File: src/rtl/prio_arbiter_if.sv
// Requester-side bundle for prio_arbiter: request/mode/release in, registered grant status out.
// master = requester/controller side, slave = arbiter side.
interface prio_arbiter_if #(
    parameter int N = 4,
    parameter int W = $clog2(N)
);
    logic [N-1:0] req_in;
    logic         mode_in;
    logic         done_in;
    logic [N-1:0] grant_out;
    logic [W-1:0] grant_idx_out;
    logic         valid_out;
    logic         busy_out;

    modport master (
        output req_in, mode_in, done_in,
        input  grant_out, grant_idx_out, valid_out, busy_out
    );

    modport slave (
        input  req_in, mode_in, done_in,
        output grant_out, grant_idx_out, valid_out, busy_out
    );
endinterface

File: src/rtl/prio_arbiter.sv
// Registered N-way arbiter (fixed-highest or round-robin); 1 cycle request-to-grant, 1 cycle release.
// No backpressure: a grant is held until done_in or withdrawal, then one IDLE cycle before the next.
module prio_arbiter #(
    parameter int N = 4,
    parameter int W = $clog2(N)
) (
    input  logic          clk_in,
    input  logic          rst_in,
    prio_arbiter_if.slave bus
);

    typedef enum logic {
        IDLE  = 1'b0,
        GRANT = 1'b1
    } state_t;

    state_t       r_state;
    logic [N-1:0] r_grant;
    logic [W-1:0] r_idx;
    logic         r_valid;
    logic         r_busy;
    logic [W-1:0] r_last;

    logic [W-1:0] w_fix_idx;
    logic [W-1:0] w_rr_idx;
    logic [W-1:0] w_win;
    logic         w_release;

    always_comb begin
        w_fix_idx = '0;
        for (int k = 0; k < N; k++) begin
            if (bus.req_in[k]) w_fix_idx = W'(k);
        end
        // Scan offsets far-to-near so the nearest requester after r_last is assigned last.
        w_rr_idx = '0;
        for (int d = N; d >= 1; d--) begin
            if (bus.req_in[(int'(r_last) + d) % N]) w_rr_idx = W'((int'(r_last) + d) % N);
        end
        w_win     = bus.mode_in ? w_rr_idx : w_fix_idx;
        w_release = bus.done_in || !bus.req_in[r_idx];
    end

    always_ff @(posedge clk_in or posedge rst_in) begin
        if (rst_in) begin
            r_state <= IDLE;
            r_grant <= '0;
            r_idx   <= '0;
            r_valid <= 1'b0;
            r_busy  <= 1'b0;
            r_last  <= W'(N - 1);
        end else begin
            case (r_state)
                IDLE: begin
                    if (|bus.req_in) begin
                        r_state <= GRANT;
                        r_grant <= N'(1) << w_win;
                        r_idx   <= w_win;
                        r_valid <= 1'b1;
                        r_busy  <= 1'b1;
                        r_last  <= w_win;
                    end
                end
                GRANT: begin
                    if (w_release) begin
                        r_state <= IDLE;
                        r_grant <= '0;
                        r_idx   <= '0;
                        r_valid <= 1'b0;
                        r_busy  <= 1'b0;
                    end
                end
                default: r_state <= IDLE;
            endcase
        end
    end

    assign bus.grant_out     = r_grant;
    assign bus.grant_idx_out = r_idx;
    assign bus.valid_out     = r_valid;
    assign bus.busy_out      = r_busy;

endmodule
File: src/flat_wrapper.sv
// flat-port wrapper written by rule: the top's interface ports become plain ports
module prio_arbiter_flat 
#(
    parameter int N = 4,
    parameter int W = $clog2(N)
)
  (clk_in, rst_in, bus_req_in, bus_mode_in, bus_done_in, bus_grant_out, bus_grant_idx_out, bus_valid_out, bus_busy_out);
  prio_arbiter_if #(.N(N), .W(W)) bus_i ();
  input  logic clk_in;
  input  logic rst_in;
  input wire logic [$bits(bus_i.req_in)-1:0] bus_req_in;
  input wire logic [$bits(bus_i.mode_in)-1:0] bus_mode_in;
  input wire logic [$bits(bus_i.done_in)-1:0] bus_done_in;
  output wire logic [$bits(bus_i.grant_out)-1:0] bus_grant_out;
  output wire logic [$bits(bus_i.grant_idx_out)-1:0] bus_grant_idx_out;
  output wire logic [$bits(bus_i.valid_out)-1:0] bus_valid_out;
  output wire logic [$bits(bus_i.busy_out)-1:0] bus_busy_out;
  assign bus_i.req_in = bus_req_in;
  assign bus_i.mode_in = bus_mode_in;
  assign bus_i.done_in = bus_done_in;
  assign bus_grant_out = bus_i.grant_out;
  assign bus_grant_idx_out = bus_i.grant_idx_out;
  assign bus_valid_out = bus_i.valid_out;
  assign bus_busy_out = bus_i.busy_out;
  prio_arbiter #(.N(N), .W(W)) u_core (.clk_in(clk_in), .rst_in(rst_in), .bus(bus_i));
endmodule
File: config.mk
export PLATFORM = sky130hd
export DESIGN_NAME = prio_arbiter_flat
export DESIGN_NICKNAME = d
export VERILOG_FILES = /design/src/rtl/prio_arbiter_if.sv /design/src/rtl/prio_arbiter.sv /design/src/flat_wrapper.sv
export SDC_FILE = /design/constraint.sdc
export NUM_CORES = 1
export LEC_CHECK = 0
export ABC_AREA = 1
export BUFFER_PORTS_ARGS = -buffer_cell sky130_fd_sc_hd__buf_2
export CAP_MARGIN = 20
export CORE_MARGIN = 4
export CORE_UTILIZATION = 50
export CTS_CLUSTER_DIAMETER = 30
export DETAILED_ROUTE_END_ITERATION = 10
export PLACE_DENSITY = 0.74
export SLEW_MARGIN = 20
export SYNTH_ARGS = -nofsm -noshare
export SYNTH_HDL_FRONTEND = slang
export SYNTH_SLANG_ARGS = --single-unit
File: constraint.sdc
create_clock -name clk_in -period 1.8 [get_ports clk_in]
set_input_delay 0.18 -clock clk_in [delete_from_list [all_inputs] [get_ports clk_in]]
set_output_delay 0.18 -clock clk_in [all_outputs]
set_load 0.005 [all_outputs]
==> impl_metrics.json <==
{
  "pwr-share-comb": 0.559,
  "synth-seq-cells": 10,
  "crit_fanout": 9,
  "power.share.sequential": 0.307,
  "cap_violations": 0,
  "grt_pass1_vias": 574,
  "grt_setup_unrepaired": "no",
  "yosys.area.top_type": "dfrtp_1",
  "vdd_drop_max_mv": 1.08,
  "area_delta_synth_final_pct": 16.8,
  "fin_cells": 138,
  "timing_worst_setup_path_type": "reg2reg",
  "worst_pin_slew_ns": 0.472,
  "num-nets-final": 132,
  "clkPwrFrac": 0.134,
  "utilization": 0.634,
  "status": "finished clean",
  "clock-sinks": 10,
  "grt_pass1_wl_um": 2510,
  "critPathRequiredTime_ns": 1.96,
  "min_from": "bus_done_in",
  "worstPathCellList": "nand2_1 > nand2_2 > nand2_2 > nand3_1 > nand3_1 > nand2_1 > nand2_1 > nand2_2 > nand2_4 > nand3_1 > nand2_1",
  "cts_max_level": 1,
  "cp-start-kind": "flip-flop",
  "boundaryPins": 16,
  "grt_overflow": 0,
  "reg2reg_to": "u_core.bus.grant_out[3]",
  "p_leak_nw": 0.495,
  "seq_area_frac_synth": 0.349,
  "ys_warn_count": 0,
  "netSwitchingFraction": 0.471,
  "path_clk_slew_ns": 0.06,
  "wl_per_cell_um": 10.5,
  "hp-class": "in2reg",
  "setup_tns_ns": 0,
  "antenna_found_initial": 0,
  "numCtsBuffers": 3,
  "num_rows": 13,
  "synthTopCellsByArea": "dfrtp_1 (28%), nand2_1 (18%), nand2_2 (10%)",
  "power_switching_w": 0.000703,
  "syn-num-nets": 113,
  "globalplace.congestion": 0.887,
  "max_stage_delay_ns": 0.65,
  "drc": 0,
  "fin_crit_sh": 0.880,
  "hold_end": "u_core.r_state",
  "hold_viol": 0,
  "viasPerCell": 4.92,
  "setup_viol": 0,
  "place_hpwl_um": 1200,
  "port_buffers": 15,
  "reg2reg_setup_slack_ns": 0.22,
  "clock_latency_ns": 0.26,
  "dieArea_um2": 2120,
  "slowest_stage": "dfstp_2",
  "synth_cell_type_count": 18,
  "max_slew_margin": 0.683,
  "ant_nets": 0,
  "crit_path_end_kind": "flip-flop",
  "power_w": 0.00149,
  "die_h_um": 46.1,
  "internal_power_w": 0.000790,
  "cts_tree": "done",
  "wl_um": 1450,
  "synthCells": 105,
  "worstPathArrival_ns": 1.74,
  "crit_path_start": "u_core.r_last[0]",
  "fmax_ghz": 0.631,
  "drv_slew": 0,
  "drt_iter0_markers": 18,
  "syn_area_per_cell_um2": 6.90,
  "stdcell_area_um2": 846,
  "dp.cells": 133,
  "cp_common_cell": "nand2_1",
  "initial_core_util": 0.543,
  "drive_gt1_frac": 0.325,
  "synthesis.area_um2": 724,
  "grt_max_degree": 11,
  "die_w_um": 46.1,
  "rr_worst_depth": 11,
  "num-fill-cells": 122,
  "clockBufferDepth": 2,
  "diodes": 0,
  "vias": 679,
  "dpl_cell_area_um2": 800,
  "period_minus_slack_ns": 1.58,
  "hold-path-cell-count": 4,
  "ctsRootBufferMaster": "clkbuf_4",
  "first_pass_iters": 4,
  "timing.rr.start": "u_core.r_last[0]",
  "grtUsageTotal": 0.168,
  "synth_top_area_share": 0.276,
  "fin_skew_ns": 0.000456,
  "power_density_nw_per_um2": 1770,
  "core_area_um2": 1330
}
[repair_timing]
action                                  CTS  global route
endpoints found under the setup margin    0             0
hold buffers                              1             0
gates resized for setup                   0             0
setup buffers                             0             0
endpoints found under the hold margin     8             0
[cell families after synthesis]
group           synth area share
buf+inv                    0.105
compound gates            0.0950
flops                      0.349
simple gates               0.451
[placed cells by master, fill, tap and decap left out]
cell	synthesis	final
nand2_4	3	3
a21oi_2	1	1
nand2_1	35	35
nand3_1	13	13
o21ai_0	4	4
inv_1	13	13
nor2_1	4	4
a21oi_1	2	2
dfstp_2	2	2
inv_6	1	1
clkbuf_8	0	1
o21ai_2	2	2
dfrtp_1	8	8
buf_2	0	15
dlygate4sd3_1	0	1
and2_1	1	1
o21ai_1	1	1
o211ai_1	1	1
nand2_2	12	12
clkbuf_4	0	3
[Yosys cell counts (all sizes together)]
master / instances
dfrtp: 8
a21oi: 3
and2: 1
nor2: 4
dfstp: 2
o21ai: 7
nand3: 13
buf: 2
o211ai: 1
nand2: 50
inv: 14
[per-layer routing]
layer	wire length [um]	part of all wire	global-route usage
met5	0	0	0
met4	13	0.0089	0.0682
met3	98	0.067	0.0625
met2	609	0.42	0.220
met1	732	0.50	0.244
[worst max-delay path, delay by kind of cell, from the launching register on]
kind	cells	cell delay (ns)
flops	1	0.65
simple gates	11	0.82
[through the flow]
stage,hold WS [ns],worst slack (ns)
after floorplan,0.0187,0.353
after global placement,0.165,0.227
after detailed placement,0.166,0.220
after CTS,0.219,0.213
after global routing,0.252,0.0695
final,0.221,0.215
[worst max-delay path by stage]
stage | end | slack (ns) | cells after the start
final | u_core.bus.grant_out[3] | 0.22 | 11
after global routing | u_core.bus.grant_idx_out[0] | 0.07 | 11
after CTS | u_core.bus.grant_out[3] | 0.21 | 11
after detailed placement | u_core.bus.grant_out[3] | 0.22 | 11
after global placement | u_core.bus.grant_out[3] | 0.23 | 11
after floorplan | u_core.bus.grant_idx_out[0] | 0.35 | 12
[power by group through the flow]
stage / sequential, W / combinational [W] / clock, W
global route: 0.000475 / 0.000956 / 0.000219
finish: 0.000459 / 0.000835 / 0.000199
CTS: 0.000459 / 0.000841 / 0.000204
floorplan: 0.000424 / 0.000706 / 0
detailed placement: 0.000460 / 0.000838 / 0
global placement: 0.000458 / 0.000833 / 0
[flip-flops by register name, summed over array words and instances, names as in the netlist]
signal                    flops
u_core.bus.grant_idx_out      2
u_core.bus.grant_out          4
u_core.r_last                 2
u_core.bus.valid_out          1
u_core.r_state                1
[layout make-up]
class | instances | area [um2] | area share
clock buffer | 4 | 36.3 | 0.0429
inverter | 14 | 57.6 | 0.0680
multi-input combinational | 79 | 395 | 0.467
sequential | 10 | 253 | 0.299
tap | 15 | 18.8 | 0.0222
timing repair buffer | 16 | 85.1 | 0.101
Note: power is estimated with default switching activity, not from simulation.
